**src/rtl/mips_isa_pkg.sv**
```systemverilog
// MIPS ISA constants and operand-use helpers shared by the decode stage.
package mips_isa_pkg;

    localparam int ADDR_W_DEF = 16;
    localparam int INS_W_DEF  = 32;

    localparam logic [5:0] OP_RTYPE = 6'h00;
    localparam logic [5:0] OP_J     = 6'h02;
    localparam logic [5:0] OP_BEQ   = 6'h04;
    localparam logic [5:0] OP_ADDI  = 6'h08;
    localparam logic [5:0] OP_LW    = 6'h23;
    localparam logic [5:0] OP_SW    = 6'h2B;

    localparam int OPC_MSB = 31;
    localparam int OPC_LSB = 26;
    localparam int RS_MSB  = 25;
    localparam int RS_LSB  = 21;
    localparam int RT_MSB  = 20;
    localparam int RT_LSB  = 16;
    localparam int RD_MSB  = 15;
    localparam int RD_LSB  = 11;
    localparam int IMM_MSB = 15;
    localparam int FN_MSB  = 5;

    localparam logic [31:0] NOP_WORD = 32'h0000_0000;

    function automatic logic uses_rs(input logic [5:0] op);
        return op inside {OP_RTYPE, OP_ADDI, OP_LW, OP_SW, OP_BEQ};
    endfunction

    function automatic logic uses_rt(input logic [5:0] op);
        return op inside {OP_RTYPE, OP_SW, OP_BEQ};
    endfunction

endpackage

```
**src/rtl/hazard_detect_unit.sv**
```systemverilog
// Combinational load-use detection and fetch redirect selection.
module hazard_detect_unit
    import mips_isa_pkg::*;
#(
    parameter int ADDR_W = ADDR_W_DEF
) (
    input  logic              id_valid,
    input  logic [5:0]        id_opcode,
    input  logic [4:0]        id_rs,
    input  logic [4:0]        id_rt,
    input  logic [ADDR_W-1:0] id_jump_target,
    input  logic              ex_valid,
    input  logic              ex_mem_read,
    input  logic [4:0]        ex_rt,
    input  logic              ex_branch_taken,
    input  logic [ADDR_W-1:0] ex_branch_target,
    output logic              load_use,
    output logic              stall,
    output logic              stall_pm,
    output logic              pc_mux_sel,
    output logic [ADDR_W-1:0] jmp_loc
);

    logic rs_conflict;
    logic rt_conflict;
    logic j_id;

    always_comb begin
        rs_conflict = uses_rs(id_opcode) && (ex_rt == id_rs);
        rt_conflict = uses_rt(id_opcode) && (ex_rt == id_rt);
        load_use    = ex_valid && ex_mem_read && (ex_rt != 5'd0) && id_valid
                      && (rs_conflict || rt_conflict);
        j_id        = id_valid && (id_opcode == OP_J);

        // A taken branch flushes both stages, so it overrides any hold.
        stall      = load_use && !ex_branch_taken;
        stall_pm   = stall;
        pc_mux_sel = ex_branch_taken || j_id;

        jmp_loc = '0;
        if (ex_branch_taken) begin
            jmp_loc = ex_branch_target;
        end else if (j_id) begin
            jmp_loc = id_jump_target;
        end
    end

endmodule

```
**src/rtl/instruction_decode_block.sv**
```systemverilog
// IF/ID and ID/EX pipeline registers with field decode, hazard stall and redirect.
module instruction_decode_block
    import mips_isa_pkg::*;
#(
    parameter int ADDR_W = ADDR_W_DEF,
    parameter int INS_W  = INS_W_DEF
) (
    input  logic              clk,
    input  logic              reset,
    input  logic [INS_W-1:0]  ins,
    input  logic [ADDR_W-1:0] current_address,
    input  logic              ex_branch_taken,
    input  logic [ADDR_W-1:0] ex_branch_target,
    output logic [ADDR_W-1:0] jmp_loc,
    output logic              pc_mux_sel,
    output logic              stall,
    output logic              stall_pm,
    output logic              ex_valid,
    output logic [ADDR_W-1:0] ex_pc,
    output logic [5:0]        ex_opcode,
    output logic [5:0]        ex_funct,
    output logic [4:0]        ex_rs,
    output logic [4:0]        ex_rt,
    output logic [4:0]        ex_dest,
    output logic [31:0]       ex_imm,
    output logic              ex_reg_write,
    output logic              ex_mem_read,
    output logic              ex_mem_write,
    output logic              ex_alu_src
);

    logic [INS_W-1:0]  id_ins_q, id_ins_d;
    logic [ADDR_W-1:0] id_pc_q, id_pc_d;
    logic              id_valid_q, id_valid_d;

    logic              ex_valid_q, ex_valid_d;
    logic [ADDR_W-1:0] ex_pc_q, ex_pc_d;
    logic [5:0]        ex_opcode_q, ex_opcode_d;
    logic [5:0]        ex_funct_q, ex_funct_d;
    logic [4:0]        ex_rs_q, ex_rs_d;
    logic [4:0]        ex_rt_q, ex_rt_d;
    logic [4:0]        ex_dest_q, ex_dest_d;
    logic [31:0]       ex_imm_q, ex_imm_d;
    logic              ex_reg_write_q, ex_reg_write_d;
    logic              ex_mem_read_q, ex_mem_read_d;
    logic              ex_mem_write_q, ex_mem_write_d;
    logic              ex_alu_src_q, ex_alu_src_d;

    logic [5:0]        id_opcode;
    logic [4:0]        id_rs;
    logic [4:0]        id_rt;
    logic [4:0]        id_rd;
    logic              load_use;
    logic              hz_stall;
    logic              hz_stall_pm;
    logic              hz_pc_mux_sel;
    logic [ADDR_W-1:0] hz_jmp_loc;

    assign id_opcode = id_ins_q[OPC_MSB:OPC_LSB];
    assign id_rs     = id_ins_q[RS_MSB:RS_LSB];
    assign id_rt     = id_ins_q[RT_MSB:RT_LSB];
    assign id_rd     = id_ins_q[RD_MSB:RD_LSB];

    hazard_detect_unit #(
        .ADDR_W (ADDR_W)
    ) u_hazard (
        .id_valid         (id_valid_q),
        .id_opcode        (id_opcode),
        .id_rs            (id_rs),
        .id_rt            (id_rt),
        .id_jump_target   (id_ins_q[ADDR_W-1:0]),
        .ex_valid         (ex_valid_q),
        .ex_mem_read      (ex_mem_read_q),
        .ex_rt            (ex_rt_q),
        .ex_branch_taken  (ex_branch_taken),
        .ex_branch_target (ex_branch_target),
        .load_use         (load_use),
        .stall            (hz_stall),
        .stall_pm         (hz_stall_pm),
        .pc_mux_sel       (hz_pc_mux_sel),
        .jmp_loc          (hz_jmp_loc)
    );

    // Redirect depends on a live EX input, so it must be masked while reset is held.
    assign pc_mux_sel = reset && hz_pc_mux_sel;
    assign jmp_loc    = reset ? hz_jmp_loc : '0;
    assign stall      = reset && hz_stall;
    assign stall_pm   = reset && hz_stall_pm;

    always_comb begin
        id_ins_d   = id_ins_q;
        id_pc_d    = id_pc_q;
        id_valid_d = id_valid_q;
        if (!hz_stall) begin
            id_ins_d   = ins;
            id_pc_d    = current_address;
            id_valid_d = !hz_pc_mux_sel;
        end
    end

    always_comb begin
        ex_valid_d     = 1'b0;
        ex_pc_d        = '0;
        ex_opcode_d    = '0;
        ex_funct_d     = '0;
        ex_rs_d        = '0;
        ex_rt_d        = '0;
        ex_dest_d      = '0;
        ex_imm_d       = '0;
        ex_reg_write_d = 1'b0;
        ex_mem_read_d  = 1'b0;
        ex_mem_write_d = 1'b0;
        ex_alu_src_d   = 1'b0;
        if (!(ex_branch_taken || load_use || !id_valid_q)) begin
            ex_valid_d  = 1'b1;
            ex_pc_d     = id_pc_q;
            ex_opcode_d = id_opcode;
            ex_funct_d  = id_ins_q[FN_MSB:0];
            ex_rs_d     = id_rs;
            ex_rt_d     = id_rt;
            ex_imm_d    = {{16{id_ins_q[IMM_MSB]}}, id_ins_q[IMM_MSB:0]};
            unique case (id_opcode)
                OP_RTYPE: begin
                    ex_dest_d      = id_rd;
                    ex_reg_write_d = 1'b1;
                end
                OP_ADDI: begin
                    ex_dest_d      = id_rt;
                    ex_reg_write_d = 1'b1;
                    ex_alu_src_d   = 1'b1;
                end
                OP_LW: begin
                    ex_dest_d      = id_rt;
                    ex_reg_write_d = 1'b1;
                    ex_mem_read_d  = 1'b1;
                    ex_alu_src_d   = 1'b1;
                end
                OP_SW: begin
                    ex_mem_write_d = 1'b1;
                    ex_alu_src_d   = 1'b1;
                end
                default: begin
                end
            endcase
            // Writes to $0 are discarded here so an all-zero word decodes as a NOP.
            if (ex_dest_d == 5'd0) begin
                ex_reg_write_d = 1'b0;
            end
        end
    end

    always_ff @(posedge clk or negedge reset) begin
        if (!reset) begin
            id_ins_q       <= '0;
            id_pc_q        <= '0;
            id_valid_q     <= 1'b0;
            ex_valid_q     <= 1'b0;
            ex_pc_q        <= '0;
            ex_opcode_q    <= '0;
            ex_funct_q     <= '0;
            ex_rs_q        <= '0;
            ex_rt_q        <= '0;
            ex_dest_q      <= '0;
            ex_imm_q       <= '0;
            ex_reg_write_q <= 1'b0;
            ex_mem_read_q  <= 1'b0;
            ex_mem_write_q <= 1'b0;
            ex_alu_src_q   <= 1'b0;
        end else begin
            id_ins_q       <= id_ins_d;
            id_pc_q        <= id_pc_d;
            id_valid_q     <= id_valid_d;
            ex_valid_q     <= ex_valid_d;
            ex_pc_q        <= ex_pc_d;
            ex_opcode_q    <= ex_opcode_d;
            ex_funct_q     <= ex_funct_d;
            ex_rs_q        <= ex_rs_d;
            ex_rt_q        <= ex_rt_d;
            ex_dest_q      <= ex_dest_d;
            ex_imm_q       <= ex_imm_d;
            ex_reg_write_q <= ex_reg_write_d;
            ex_mem_read_q  <= ex_mem_read_d;
            ex_mem_write_q <= ex_mem_write_d;
            ex_alu_src_q   <= ex_alu_src_d;
        end
    end

    assign ex_valid     = ex_valid_q;
    assign ex_pc        = ex_pc_q;
    assign ex_opcode    = ex_opcode_q;
    assign ex_funct     = ex_funct_q;
    assign ex_rs        = ex_rs_q;
    assign ex_rt        = ex_rt_q;
    assign ex_dest      = ex_dest_q;
    assign ex_imm       = ex_imm_q;
    assign ex_reg_write = ex_reg_write_q;
    assign ex_mem_read  = ex_mem_read_q;
    assign ex_mem_write = ex_mem_write_q;
    assign ex_alu_src   = ex_alu_src_q;

endmodule

```
**config.mk**
```make
export PLATFORM = sky130hd
export DESIGN_NAME = instruction_decode_block
export DESIGN_NICKNAME = d
export VERILOG_FILES = /design/src/rtl/mips_isa_pkg.sv /design/src/rtl/hazard_detect_unit.sv /design/src/rtl/instruction_decode_block.sv
export SDC_FILE = /design/constraint.sdc
export NUM_CORES = 1
export LEC_CHECK = 0
export ABC_AREA = 1
export CAP_MARGIN = 20
export CORE_ASPECT_RATIO = 0.5
export CORE_UTILIZATION = 46
export CTS_BUF_LIST = sky130_fd_sc_hd__clkbuf_4
export DETAILED_ROUTE_END_ITERATION = 8
export PLACE_DENSITY_LB_ADDON = 0.15
export SETUP_SLACK_MARGIN = 0.05
export SYNTH_ARGS = -nofsm -noshare
export SYNTH_HDL_FRONTEND = slang
export SYNTH_SLANG_ARGS = --single-unit
```
**constraint.sdc**
```tcl
create_clock -name clk -period 2.2 [get_ports clk]
set_input_delay 0.44 -clock clk [delete_from_list [all_inputs] [get_ports clk]]
set_output_delay 0.44 -clock clk [all_outputs]
set_load 0.02 [all_outputs]
```
==> metrics, run 1 <==
status complete, but fails checks; failing checks setup timing; # rows 25; Tightest Pin Transition between 0.6 and 0.7 ns; WS Path Type reg2out; fin crit period 2.414 ns; Internal between 2 and 3 mW; CTS sink count about 110; Setup violations, final 19; H-Tree Depth 3; grt total ovfl 0; # port buffers 165; synth unique cells 20; worst flop-to-flop path startpoint id_ins_q[30]; RSZ-0062 raised after global routing true; final WL 12,540 um; combinational fraction of design power 0.173; largest net degree at the start of global routing 51; I/O pins ~170; Main synth FF type dfrtp_1; max capacitance violation total 0; vias in the first global route about 3.8k; critical path cell sequence nor2_4 > nand4_1 > nor2_2 > o21ai_2 > buf_6 > a211oi_1 > buf_2; number of DRC markers in iteration 0 246; leak pwr about 3.6 nW; initial antenna violation count 0; CTS tree yes; NumNets Final just under 800; core box area roughly 0.0096 mm^2; switching power between 1 and 1.5 mW; Peak Freq a little over 400 MHz; routability cong. about 0.85; Max clock buf depth 2; Warnings, synthesis 0; Num CTS Buffers 9; CTS clk-pin slew, worst paths roughly 0.16 ns; DIE AREA 0.01050 mm^2; Post-Synthesis Cell Area between 0.004 and 0.005 mm^2; Detail Route Antenna Nets 0; crit path DAT 1.97 ns; Hold Path Class in2async; asr flop ratio synth 1.000; post-synthesis sequential area ratio 0.5779; final worst-path cycle share 1.097; syn_nets 591; worst ir drop on vdd a little under 300 uV; Post-Syn Instances between 500 and 600; Die Y between 70 and 80 um; share of the synthesized area in the top cell type 0.5779; Avg WL per Cell roughly 15 um; max-slew violations 0; worst-path fanout max 9; DR DRC count 0; Final WS setup -0.2139 ns; top post-synthesis cells by area dfrtp_1, nand2_1, nor2_1; Mapped Avg Cell Area around 8.8 um^2; required time of the critical path 1.76 ns; largest area contributor in the netlist dfrtp_1; area delta synth->final 46.99%; P per Cell Area about 550 mW/mm^2; Reg power frac 0.565; cts-stage hold buffer count 0; number of synthesized flops with an enable pin 0; Crit-path slowest cell dfrtp_2; Clk network pwr share 0.262; most common cell in the synthesized netlist nand2_1; Fin Setup TNS -3.197 ns; Seq cells post-synth about 110; utilization after layout 0.7092; Slew headroom 0.5883; share of cells above drive strength 1 0.1808; slowest cell delay on critical path 0.47 ns; nature of the critical path startpoint register; sw frac 0.2699; Setup Skew between 0.015 and 0.02 ns; GRT Util Overall 0.2426; Via density between 4 and 5; Root Driver clkbuf_4; Clock Latency Late Sink ~0.46 ns; Worst Setup End Kind output pin; global-route wire length before repair 19,210 um; initial core utilization 0.4825; Final Hold Fails 0; dpl hpwl ~8100 um; TritonRoute pass-1 iters 4; Ant. Diodes 0; Die X 143.9 um; Crit. Startpoint id_ins_q[31]; Vias 4,111; most frequent cells after synthesis nand2_1, dfrtp_1, nor2_1
==> power by group through the flow <==
stage / clock network (mW) / registers, mW / logic [mW]
after floorplan: 0 / 2.17 / 0.222
after global placement: 0 / 2.13 / 0.618
after detailed placement: 0 / 2.13 / 0.628
after CTS: 1.00 / 2.10 / 0.630
after global routing: 1.07 / 2.11 / 0.698
final: 0.976 / 2.10 / 0.643
==> path summary, 6_finish.rpt <==
path / end / slack (ns) / depth (start not counted)
worst max register to register: ex_imm[3] / 0.19 / 13
max in group asynchronous: ex_rt[0] / 1.16 / 3
worst min-delay path: ex_dest[0] / 0.06 / 2
worst max-delay path: jmp_loc[12] / -0.21 / 7
min in group clk: id_ins_q[30] / 0.49 / 3
worst min register to register: ex_pc[12] / 0.50 / 2
==> logic make-up after synthesis <==
kind of cell,synth area share
XOR/XNOR,0.005672
flip-flops,0.5779
AO/OA/AOI/OAI,0.03484
buffers and inverters,0.1264
AND/OR/NAND/NOR,0.2552
==> flip-flops by register name, indices dropped and copies added, names as in the netlist <==
register      count
ex_rs             5
ex_valid          1
ex_alu_src        1
ex_opcode         6
ex_mem_read       1
ex_mem_write      1
ex_dest           5
ex_pc            16
id_pc_q          16
id_ins_q         32
ex_imm           16
ex_rt             5
ex_reg_write      1
id_valid_q        1
==> critical path: cells and delay by family (launching register included) <==
family                 cells  cell delay [ns]
AO/OA/AOI/OAI              2             0.27
buffers and inverters      2             0.36
flip-flops                 1             0.47
AND/OR/NAND/NOR            3             0.42
==> layer usage <==
layer	track usage	wire length, um	up-vias
met4	0.05674	104	0
met1	0.3199	5485	1990
met3	0.07021	845	14
li1	-	-	1987
met2	0.3994	6106	120
met5	0	0	-
==> final cells by class <==
class	count	area, um^2
multi-input cells	300	1464
flip-flops and latches	107	2685
clock inverters	5	55.05
fillers	776	2793
inverters	64	241.5
well taps	135	168.9
clock buffers	10	75.07
repair buffers	222	2121
==> what timing repair did <==
action | 4_1_cts | 5_1_grt
setup endpoints to repair | 94 | 95
buffers inserted | 6 | 5
resized for setup | 120 | 38
cloned | 0 | 2
pin swaps | 9 | 7
==> through the flow <==
step,hold slack [ns],std cells,area [um^2],setup WS [ns],total power [mW]
after detailed placement,0.4875,815,6466,-0.3836,2.762
after global placement,0.4767,815,6466,-0.3018,2.749
after floorplan,0.1444,524,4636,0.05727,2.396
final,0.05746,843,6810,-0.2139,3.719
after CTS,0.02689,836,6634,-0.2598,3.727
after global routing,0.03193,843,6810,-0.3387,3.881
==> layout by cell type, fill, tap and decap left out, types with 2 or more instances in the layout <==
cell,instances
nand2_2,4
a211oi_1,10
nand2_1,121
clkdlybuf4s50_1,131
inv_1,56
buf_6,7
clkinv_2,2
buf_4,56
nor2_1,80
nor2_2,4
clkbuf_4,10
dfrtp_1,101
nor2_4,5
buf_12,2
inv_2,7
xnor2_1,3
nand4_1,51
dlymetal6s2s_1,13
a21oi_1,3
nand3_1,7
a22oi_1,2
dfrtp_2,6
buf_2,11
a211oi_2,6
(Power assumes the default switching activity.)
==> inputs of run 2 (changes only) <==
--- a/config.mk
+++ b/config.mk
@@ -16,3 +16,4 @@
 export SYNTH_ARGS = -nofsm -noshare
 export SYNTH_HDL_FRONTEND = slang
 export SYNTH_SLANG_ARGS = --single-unit
+export TNS_END_PERCENT = 100
==> results of run 2 <==
The final DEF is identical to that of run 1; final timing and power are the same.
==> inputs of run 3 (changes only) <==
--- a/config.mk
+++ b/config.mk
@@ -8,8 +8,7 @@
 export ABC_AREA = 1
 export CAP_MARGIN = 20
 export CORE_ASPECT_RATIO = 0.5
-export CORE_UTILIZATION = 46
-export CTS_BUF_LIST = sky130_fd_sc_hd__clkbuf_4
+export CORE_UTILIZATION = 45
 export DETAILED_ROUTE_END_ITERATION = 8
 export PLACE_DENSITY_LB_ADDON = 0.15
 export SETUP_SLACK_MARGIN = 0.05
==> run 3 against run 2 <==
The flow still finishes with violations (setup timing). Clock power increased by 76%. Setup slack improved by 0.033 ns. Highest routed layer unchanged. Critical path depth unchanged. Global-route usage increased by 0.45 points. Routed wire length increased by 2.7%.
==> metrics, run 3 (same netlist as run 1, synthesis figures left out) <==
routability cong. 0.8255 (-3.3%); most frequent cells in the layout clkdlybuf4s50_1, nand2_1, dfrtp_1; CP dominant cell by count nor2_2; required time of the critical path 1.76 ns (about the same); max-slew violations 0 (unchanged); Crit-path slowest cell dfrtp_1; dpl hpwl 7954 um (-2.3%); Max clock buf depth 2 (unchanged); final worst-path cycle share 1.082 (-0.01498); TritonRoute pass-1 iters 4 (unchanged); crit path DAT 1.94 ns (-0.03 ns); CTS clk-pin slew, worst paths 0.07 ns (-0.09 ns); global-route wire length before repair 20,170 um (+5.0%); final WL 12,880 um (+2.7%); Detail Route Antenna Nets 0 (unchanged); Peak Freq 420.0 MHz (+1.4%); max FFs per register 32 (unchanged); core box area 0.009728 mm^2 (+1.3%); Non-Filler Instances 851 (+0.95%); Largest Register id_ins_q; # rows 25 (unchanged); Die X 145.5 um (+1.1%); Num CTS Buffers 9 (unchanged); H-Tree Depth 3 (unchanged); DR DRC count 0 (unchanged); fin crit period 2.381 ns (-0.03296 ns); failing checks setup timing; Final Hold Fails 0 (unchanged); I/O pins 166 (unchanged); grt total ovfl 0 (unchanged); Tightest Pin Transition 0.6926 ns (+0.07508 ns); worst-path fanout max 4 (-5); nature of the critical path startpoint register; Fillers 722 (-7.0%); DIE AREA 0.01073 mm^2 (+2.2%); area delta synth->final 55.09%; CTS sink count 107 (unchanged); Clock Latency Late Sink 0.35 ns (-0.11 ns); Hold Path Class in2async; Worst Setup End Kind output pin; Slew headroom 0.5383 (-0.05005); Final Instance Area 0.007186 mm^2 (+5.5%); Fin Setup TNS -2.536 ns (+0.6614 ns); Via density 4.850 (-0.55%); Vias 4,127 (+0.39%); largest net degree at the start of global routing 56 (+9.8%); Setup Skew 0.009030 ns (-0.007961 ns); worst hold margin 0.2697 ns (+0.2122 ns); Root Driver clkbuf_16; Placed Area 0.006496 mm^2 (+0.46%); Final WS setup -0.1809 ns (+0.03296 ns); critical path cell sequence nor2_2 > nand4_1 > nor2_2 > o21ai_4 > clkbuf_16 > a211oi_2 > buf_4; Setup violations, final 18 (-1); vias in the first global route 3,904 (+1.4%); max capacitance violation total 0 (unchanged); GRT Util Overall 0.2471 (+0.004499); placed insts 814 (-0.12%); RSZ-0062 raised after global routing true; P per Cell Area 627.1 mW/mm^2 (+15%); utilization after layout 0.7387 (+0.02946); Die Y 73.75 um (+1.1%); slowest cell delay on critical path 0.40 ns (-0.07 ns); Avg WL per Cell 15.13 um (+1.7%); worst ir drop on vdd 415.3 uV (+40%); status complete, but fails checks; share of cells above drive strength 1 0.1955 (+0.01474); number of DRC markers in iteration 0 191 (-22%); cts-stage hold buffer count 0 (unchanged); CTS tree yes; NumNets Final 778 (+0.91%); most common cell after layout, fill and taps aside clkdlybuf4s50_1; # port buffers 165 (unchanged); initial antenna violation count 0 (unchanged); Ant. Diodes 0 (unchanged); leak pwr 3.544 nW (-1.9%); initial core utilization 0.4763 (-0.006205); WS Path Type reg2out
==> run 3: power breakdown <==
group	switching [mW]	internal [mW]
sequential	0.0494	2.05
clock	0.710	1.01
combinational	0.348	0.344
total	1.11	3.40
==> run 3: metal layers <==
| metal | share of wire | up-vias | track usage |
|---|---|---|---|
| met5 | 0 | - | 0 |
| met4 | 0.013 | 0 | 0.07602 |
| met3 | 0.063 | 15 | 0.06398 |
| met2 | 0.49 | 139 | 0.4124 |
| met1 | 0.43 | 1972 | 0.3216 |
| li1 | - | 2001 | - |
==> run 3: area by class of cell <==
type,count,area [um^2],area share
flip-flops and latches,107,2679,0.3728
multi-input cells,300,1541,0.2145
clock inverters,5,85.08,0.01184
clock buffers,11,232.7,0.03239
repair buffers,229,2233,0.3108
well taps,135,168.9,0.02351
inverters,64,245.2,0.03413
==> run 3: path summary, 6_finish.rpt <==
kind | to | cells after the start | start | slack (ns)
setup / recovery | jmp_loc[15] | 7 | id_ins_q[28] | -0.18
hold / removal | id_ins_q[1] | 2 | reset | 0.27
min in group clk | ex_pc[3] | 2 | id_pc_q[3] | 0.49
max in group asynchronous | ex_imm[30] | 3 | reset | 0.75
hold reg to reg | ex_pc[3] | 2 | id_pc_q[3] | 0.49
setup reg to reg | ex_imm[4] | 13 | id_ins_q[27] | 0.07
==> run 3: repair_timing <==
| item | 4_1_cts | 5_1_grt |
|---|---|---|
| resized for setup | 146 | 23 |
| setup endpoints to repair | 76 | 95 |
| cloned | 2 | 0 |
| hold endpoints to repair | 0 | 0 |
| pin swaps | 10 | 11 |
| setup buffers | 20 | 3 |
==> run 3: through the flow <==
step                power, mW  worst slack (ns)
floorplan               2.396           0.05727
global placement        2.758           -0.3544
detailed placement      2.769           -0.3886
CTS                     4.537          -0.08970
global route            4.697           -0.2728
finish                  4.506           -0.1809
==> run 3: worst max-delay path, delay by kind of cell (launching register included) <==
kind	cells	cell delay, ns
AND/OR/NAND/NOR	3	0.54
flip-flops	1	0.40
buffers and inverters	2	0.37
AO/OA/AOI/OAI	2	0.29
